==> src/rtl/data_memory_mmio.sv <==
// ---------------------------------------------------------------------------
// data_memory_mmio
//   Single-cycle data memory with a small memory-mapped peripheral window.
//   Addresses with [31:16] == 16'hFFFF hit the MMIO registers. Every other
//   address hits a word-addressed RAM that aliases modulo DEPTH_WORDS*4 bytes.
//   Reads are combinational. Writes commit at the rising clk edge. There are
//   no wait states and no handshake.
//
//   MMIO map (offset = address[15:0]):
//     0x0000 COUNT    free-running up counter; a write loads it
//     0x0004 COMPARE  match value
//     0x0008 STATUS   bit0 = match flag, write-1-to-clear
//     0x000C GPIO     bits [7:0] drive gpio_out; upper bits read 0
//     others          read 0, writes ignored
//
//   Build option: define DATA_MEMORY_MMIO_TIMER_EN to implement COUNT,
//   COMPARE and STATUS. Without it, those offsets read 0, writes to them are
//   dropped, and irq is tied low.
//
// Ports
//   clk           sole clock, rising edge
//   reset         asynchronous active-high reset (MMIO registers only)
//   WE            write enable
//   address       byte address
//   data_to_mem   write data
//   data_from_mem read data (combinational)
//   gpio_out      GPIO[7:0]
//   irq           STATUS[0]
// ---------------------------------------------------------------------------
module data_memory_mmio #(
    parameter int DEPTH_WORDS = 64
) (
    input  logic        clk,
    input  logic        reset,
    input  logic        WE,
    input  logic [31:0] address,
    input  logic [31:0] data_to_mem,
    output logic [31:0] data_from_mem,
    output logic [7:0]  gpio_out,
    output logic        irq
);

    localparam int AW = $clog2(DEPTH_WORDS);

    localparam logic [15:0] OFF_COUNT   = 16'h0000;
    localparam logic [15:0] OFF_COMPARE = 16'h0004;
    localparam logic [15:0] OFF_STATUS  = 16'h0008;
    localparam logic [15:0] OFF_GPIO    = 16'h000C;

    logic [31:0] mem [DEPTH_WORDS];

    logic          is_mmio;
    logic [AW-1:0] ram_idx;
    logic [15:0]   mmio_off;
    logic          wr_mmio;

    assign is_mmio  = (address[31:16] == 16'hFFFF);
    assign ram_idx  = address[AW+1:2];
    assign mmio_off = address[15:0];
    assign wr_mmio  = WE && is_mmio;

    // RAM carries no reset, so its contents survive a reset pulse.
    always_ff @(posedge clk) begin
        if (WE && !is_mmio)
            mem[ram_idx] <= data_to_mem;
    end

    // ---------------- GPIO ----------------
    logic [7:0] gpio_q, gpio_d;

    always_comb begin
        gpio_d = gpio_q;
        if (wr_mmio && mmio_off == OFF_GPIO)
            gpio_d = data_to_mem[7:0];
    end

    always_ff @(posedge clk or posedge reset) begin
        if (reset) gpio_q <= 8'h00;
        else       gpio_q <= gpio_d;
    end

    assign gpio_out = gpio_q;

`ifdef DATA_MEMORY_MMIO_TIMER_EN
    // ---------------- Timer ----------------
    logic [31:0] count_q,   count_d;
    logic [31:0] compare_q, compare_d;
    logic        status_q,  status_d;
    logic        match;

    // Match uses the pre-edge COUNT and COMPARE, so a COMPARE write only
    // influences matching from the following edge.
    assign match = (count_q == compare_q);

    always_comb begin
        count_d   = count_q + 32'd1;
        compare_d = compare_q;
        status_d  = status_q;
        if (wr_mmio && mmio_off == OFF_COUNT)
            count_d = data_to_mem;
        if (wr_mmio && mmio_off == OFF_COMPARE)
            compare_d = data_to_mem;
        // Set has priority over a simultaneous W1C.
        if (match)
            status_d = 1'b1;
        else if (wr_mmio && mmio_off == OFF_STATUS && data_to_mem[0])
            status_d = 1'b0;
    end

    always_ff @(posedge clk or posedge reset) begin
        if (reset) begin
            count_q   <= 32'h0000_0000;
            compare_q <= 32'hFFFF_FFFF;
            status_q  <= 1'b0;
        end else begin
            count_q   <= count_d;
            compare_q <= compare_d;
            status_q  <= status_d;
        end
    end

    assign irq = status_q;
`else
    assign irq = 1'b0;
`endif

    // ---------------- Read mux ----------------
    always_comb begin
        data_from_mem = 32'h0000_0000;
        if (is_mmio) begin
            case (mmio_off)
                OFF_GPIO:    data_from_mem = {24'h0, gpio_q};
`ifdef DATA_MEMORY_MMIO_TIMER_EN
                OFF_COUNT:   data_from_mem = count_q;
                OFF_COMPARE: data_from_mem = compare_q;
                OFF_STATUS:  data_from_mem = {31'h0, status_q};
`endif
                default:     data_from_mem = 32'h0000_0000;
            endcase
        end else begin
            data_from_mem = mem[ram_idx];
        end
    end

endmodule

==> config.mk <==
export PLATFORM = sky130hd
export DESIGN_NAME = data_memory_mmio
export DESIGN_NICKNAME = d
export VERILOG_FILES = /design/src/rtl/data_memory_mmio.sv
export SDC_FILE = /design/constraint.sdc
export NUM_CORES = 2
export LEC_CHECK = 0
export CORE_MARGIN = 3
export CORE_UTILIZATION = 55
export DETAILED_ROUTE_END_ITERATION = 7
export GPL_ROUTABILITY_DRIVEN = 0
export PLACE_DENSITY_LB_ADDON = 0.3
export SLEW_MARGIN = 40
export SYNTH_ARGS = -nofsm -noshare
export SYNTH_HDL_FRONTEND = slang
export SYNTH_SLANG_ARGS = --single-unit
==> constraint.sdc <==
create_clock -name clk -period 7.85 [get_ports clk]
set_input_delay 1.57 -clock clk [delete_from_list [all_inputs] [get_ports clk]]
set_output_delay 1.57 -clock clk [all_outputs]
set_load 0.005 [all_outputs]
==> impl_metrics.py <==
metrics = {
    "status": {
        "outcome": "finished clean",
    },
    "cts": {
        "post_cts_resized": 0,
        "cts-root-buf": "clkbuf_16",
        "postCtsSetupBuffers": 0,
        "insertion_delay_ns": 0.82,
        "cts_buffer_depth": 3,
        "cts_buffers": 197,
        "cts.htree.levels": 4,
        "cts_tree": "yes",
        "path_clk_slew_ns": 0.06,
        "clock-sinks": 2056,
        "hold_buffers": 0,
    },
    "global_routing": {
        "grt_pass1_vias": 45790,
        "grt_pass1_wl_um": 364400,
        "grt_antenna_before_repair": 14,
        "grtUsageTotal": 0.3502,
        "grt_max_degree": 95,
        "grt_overflow": 0,
    },
    "floorplanning": {
        "start_util": 0.5545,
        "ios": 108,
        "dieArea_um2": 149600,
        "coreArea_um2": 143800,
        "die_w_um": 386.8,
        "die_h_um": 386.8,
        "row_count": 139,
    },
    "routing": {
        "vias": 48200,
        "firstDrtPassIters": 6,
        "routed_wl_um": 264300,
        "wl_per_cell_um": 40.11,
        "first_iter_violations": 9189,
        "viasPerCell": 7.317,
        "ant_nets": 0,
        "route.detailed.drc": 0,
    },
    "synth": {
        "syn_inst": 4244,
        "ys_ff_latch": 2056,
        "ys_seq_area_frac": 0.7737,
        "yosysMostFrequentCell": "edfxtp_1",
        "synth_common_cells": "edfxtp_1 (2048), mux2i_1 (236), a221oi_1 (176)",
        "ys_types": 80,
        "synth-edff-count": 2048,
        "syn_nets": 4311,
        "syn-cell-area_um2": 79750,
        "synth_largest_area_cell": "edfxtp_1",
        "ys.flop_type": "edfxtp_1",
        "synth_top_area_share": 0.7711,
        "async_flop_share": 0.003891,
        "yosys_warnings": 0,
        "syn_avg_cell_area_um2": 18.79,
        "yosys-top-cells-area": "edfxtp_1 (77%), mux4_2 (4.0%), mux2i_1 (3.0%)",
    },
    "critical_path": {
        "cp.required_ns": 6.28,
        "cp-end-kind": "output port",
        "path_cells": "clkdlybuf4s50_1 -> nor2b_1 -> nand2_2 -> o22ai_1 -> a211oi_1 -> a41oi_1 -> clkdlybuf4s50_1",
        "crit_path_top_delay_cell": "clkdlybuf4s50_1",
        "critical_path_class": "input pin to output port",
        "worstSetupStartpointType": "input pin",
        "path_max_fanout": 22,
        "arrival_ns": 6.02,
        "max_stage_delay_ns": 0.96,
        "crit_top_cell": "clkdlybuf4s50_1",
    },
    "timing": {
        "fin_tns_setup_ns": 0,
        "maxSlewViolCount": 0,
        "setup_viol": 0,
        "min_period_over_period": 0.9674,
        "rsz0062_at_grt": "no",
        "clock.fmax_mhz": 131.7,
        "finalHoldViolations": 0,
        "max-slew-margin-rel": 0.3373,
        "holdWs_ns": 0.5639,
        "clock-skew-final_ns": 0,
        "final.min_clock_period_ns": 7.594,
        "worst_pin_slew_ns": 0.9941,
    },
    "finish": {
        "fin_nets": 4584,
        "drive_above_1_share": 0.2130,
        "area_growth_pct": 14.17,
    },
    "worst_hold_path": {
        "hold_path.class": "flip-flop to flip-flop",
    },
    "power": {
        "power.density_nw_per_um2": 248.2,
        "p_leak_nw": 29.09,
        "vdd_drop_max_uv": 238.4,
    },
    "placed_design": {
        "portBuffers": 106,
        "dp_hpwl_um": 155100,
    },
    "flow_run": {
        "cap_violations": 0,
    },
}
## placed cells by master (no fill, tap or decap), types with 126 or more instances in the layout
cell          n
mux2_2      168
clkbuf_16   202
edfxtp_1   2048
o21ai_0     126
a22oi_1     156
mux2i_1     236
a221oi_1    176
buf_4       221
mux4_2      141
a21oi_1     161
## logic make-up (layout without fill, tap and decap cells)
family | Yosys count | in the layout | synth area share
AOI/OAI and AO/OA | 960 | 960 | 0.08679
other | 1 | 14 | 0.00004702
muxes | 555 | 555 | 0.09561
and+or+nand+nor | 368 | 368 | 0.02087
buffers and inverters | 304 | 732 | 0.02303
DFF | 2056 | 2056 | 0.7737
## power by group
part	total [mW]	switching [mW]	internal (mW)	leakage, nW
sequential	12.2	0.0170	12.1	18.5
combinational	1.41	0.961	0.448	7.59
clock	9.02	4.02	5.01	2.96
## layer usage
layer	GRT usage	wire, um	up-vias
met3	0.1221	43300	950
met1	0.4775	90050	24400
li1	-	-	18210
met4	0.1749	15470	8
met5	0	48	-
met2	0.5055	115400	4632
## layout make-up
class	instances	area, um^2
Fill cell	9708	52780
Tap cell	1903	2381
Multi-Input combinational cell	1884	16850
Clock buffer	250	5255
Inverter	4	27.53
Sequential cell	2056	61700
Timing Repair Buffer	374	4029
Clock inverter	104	773.2
Antenna cell	13	32.53
## worst max-delay path: cells and delay by family
family                 cells  cell delay, ns
AOI/OAI and AO/OA          3            1.66
buffers and inverters      2            1.58
and+or+nand+nor            2            1.19
## sequential cells by signal, indices dropped and copies added (netlist names)
register	cells
mem	2048
gpio_out	8
## path summary, 6_finish.rpt
kind / from / endpoint / slack [ns] / cells after the start
max: address[6] / data_from_mem[26] / 0.26 / 7
max reg2reg: gpio_out[2] / gpio_out[2] / 6.96 / 1
min: gpio_out[6] / gpio_out[6] / 0.56 / 1
max in group asynchronous: reset / gpio_out[6] / 6.59 / 2
min in group asynchronous: reset / gpio_out[2] / 1.01 / 2
min reg2reg: gpio_out[6] / gpio_out[6] / 0.56 / 1
## stage by stage
| stage | power (mW) | std cells | setup slack, ns | util | instance area (um^2) |
|---|---|---|---|---|---|
| after floorplan | 13.05 | 4244 | 3.109 | - | 79750 |
| final | 22.60 | 6588 | 0.2555 | 0.6330 | 91050 |
| after detailed placement | 13.75 | 6220 | 0.5762 | 0.5905 | 84930 |
| after global placement | 13.72 | 6177 | 0.5309 | 0.5831 | 83870 |
| after CTS | 22.56 | 6574 | 0.5884 | 0.6324 | 90960 |
| after global routing | 23.07 | 6575 | 0.2861 | 0.6328 | 91020 |
Power figures use the tool's default switching activity.
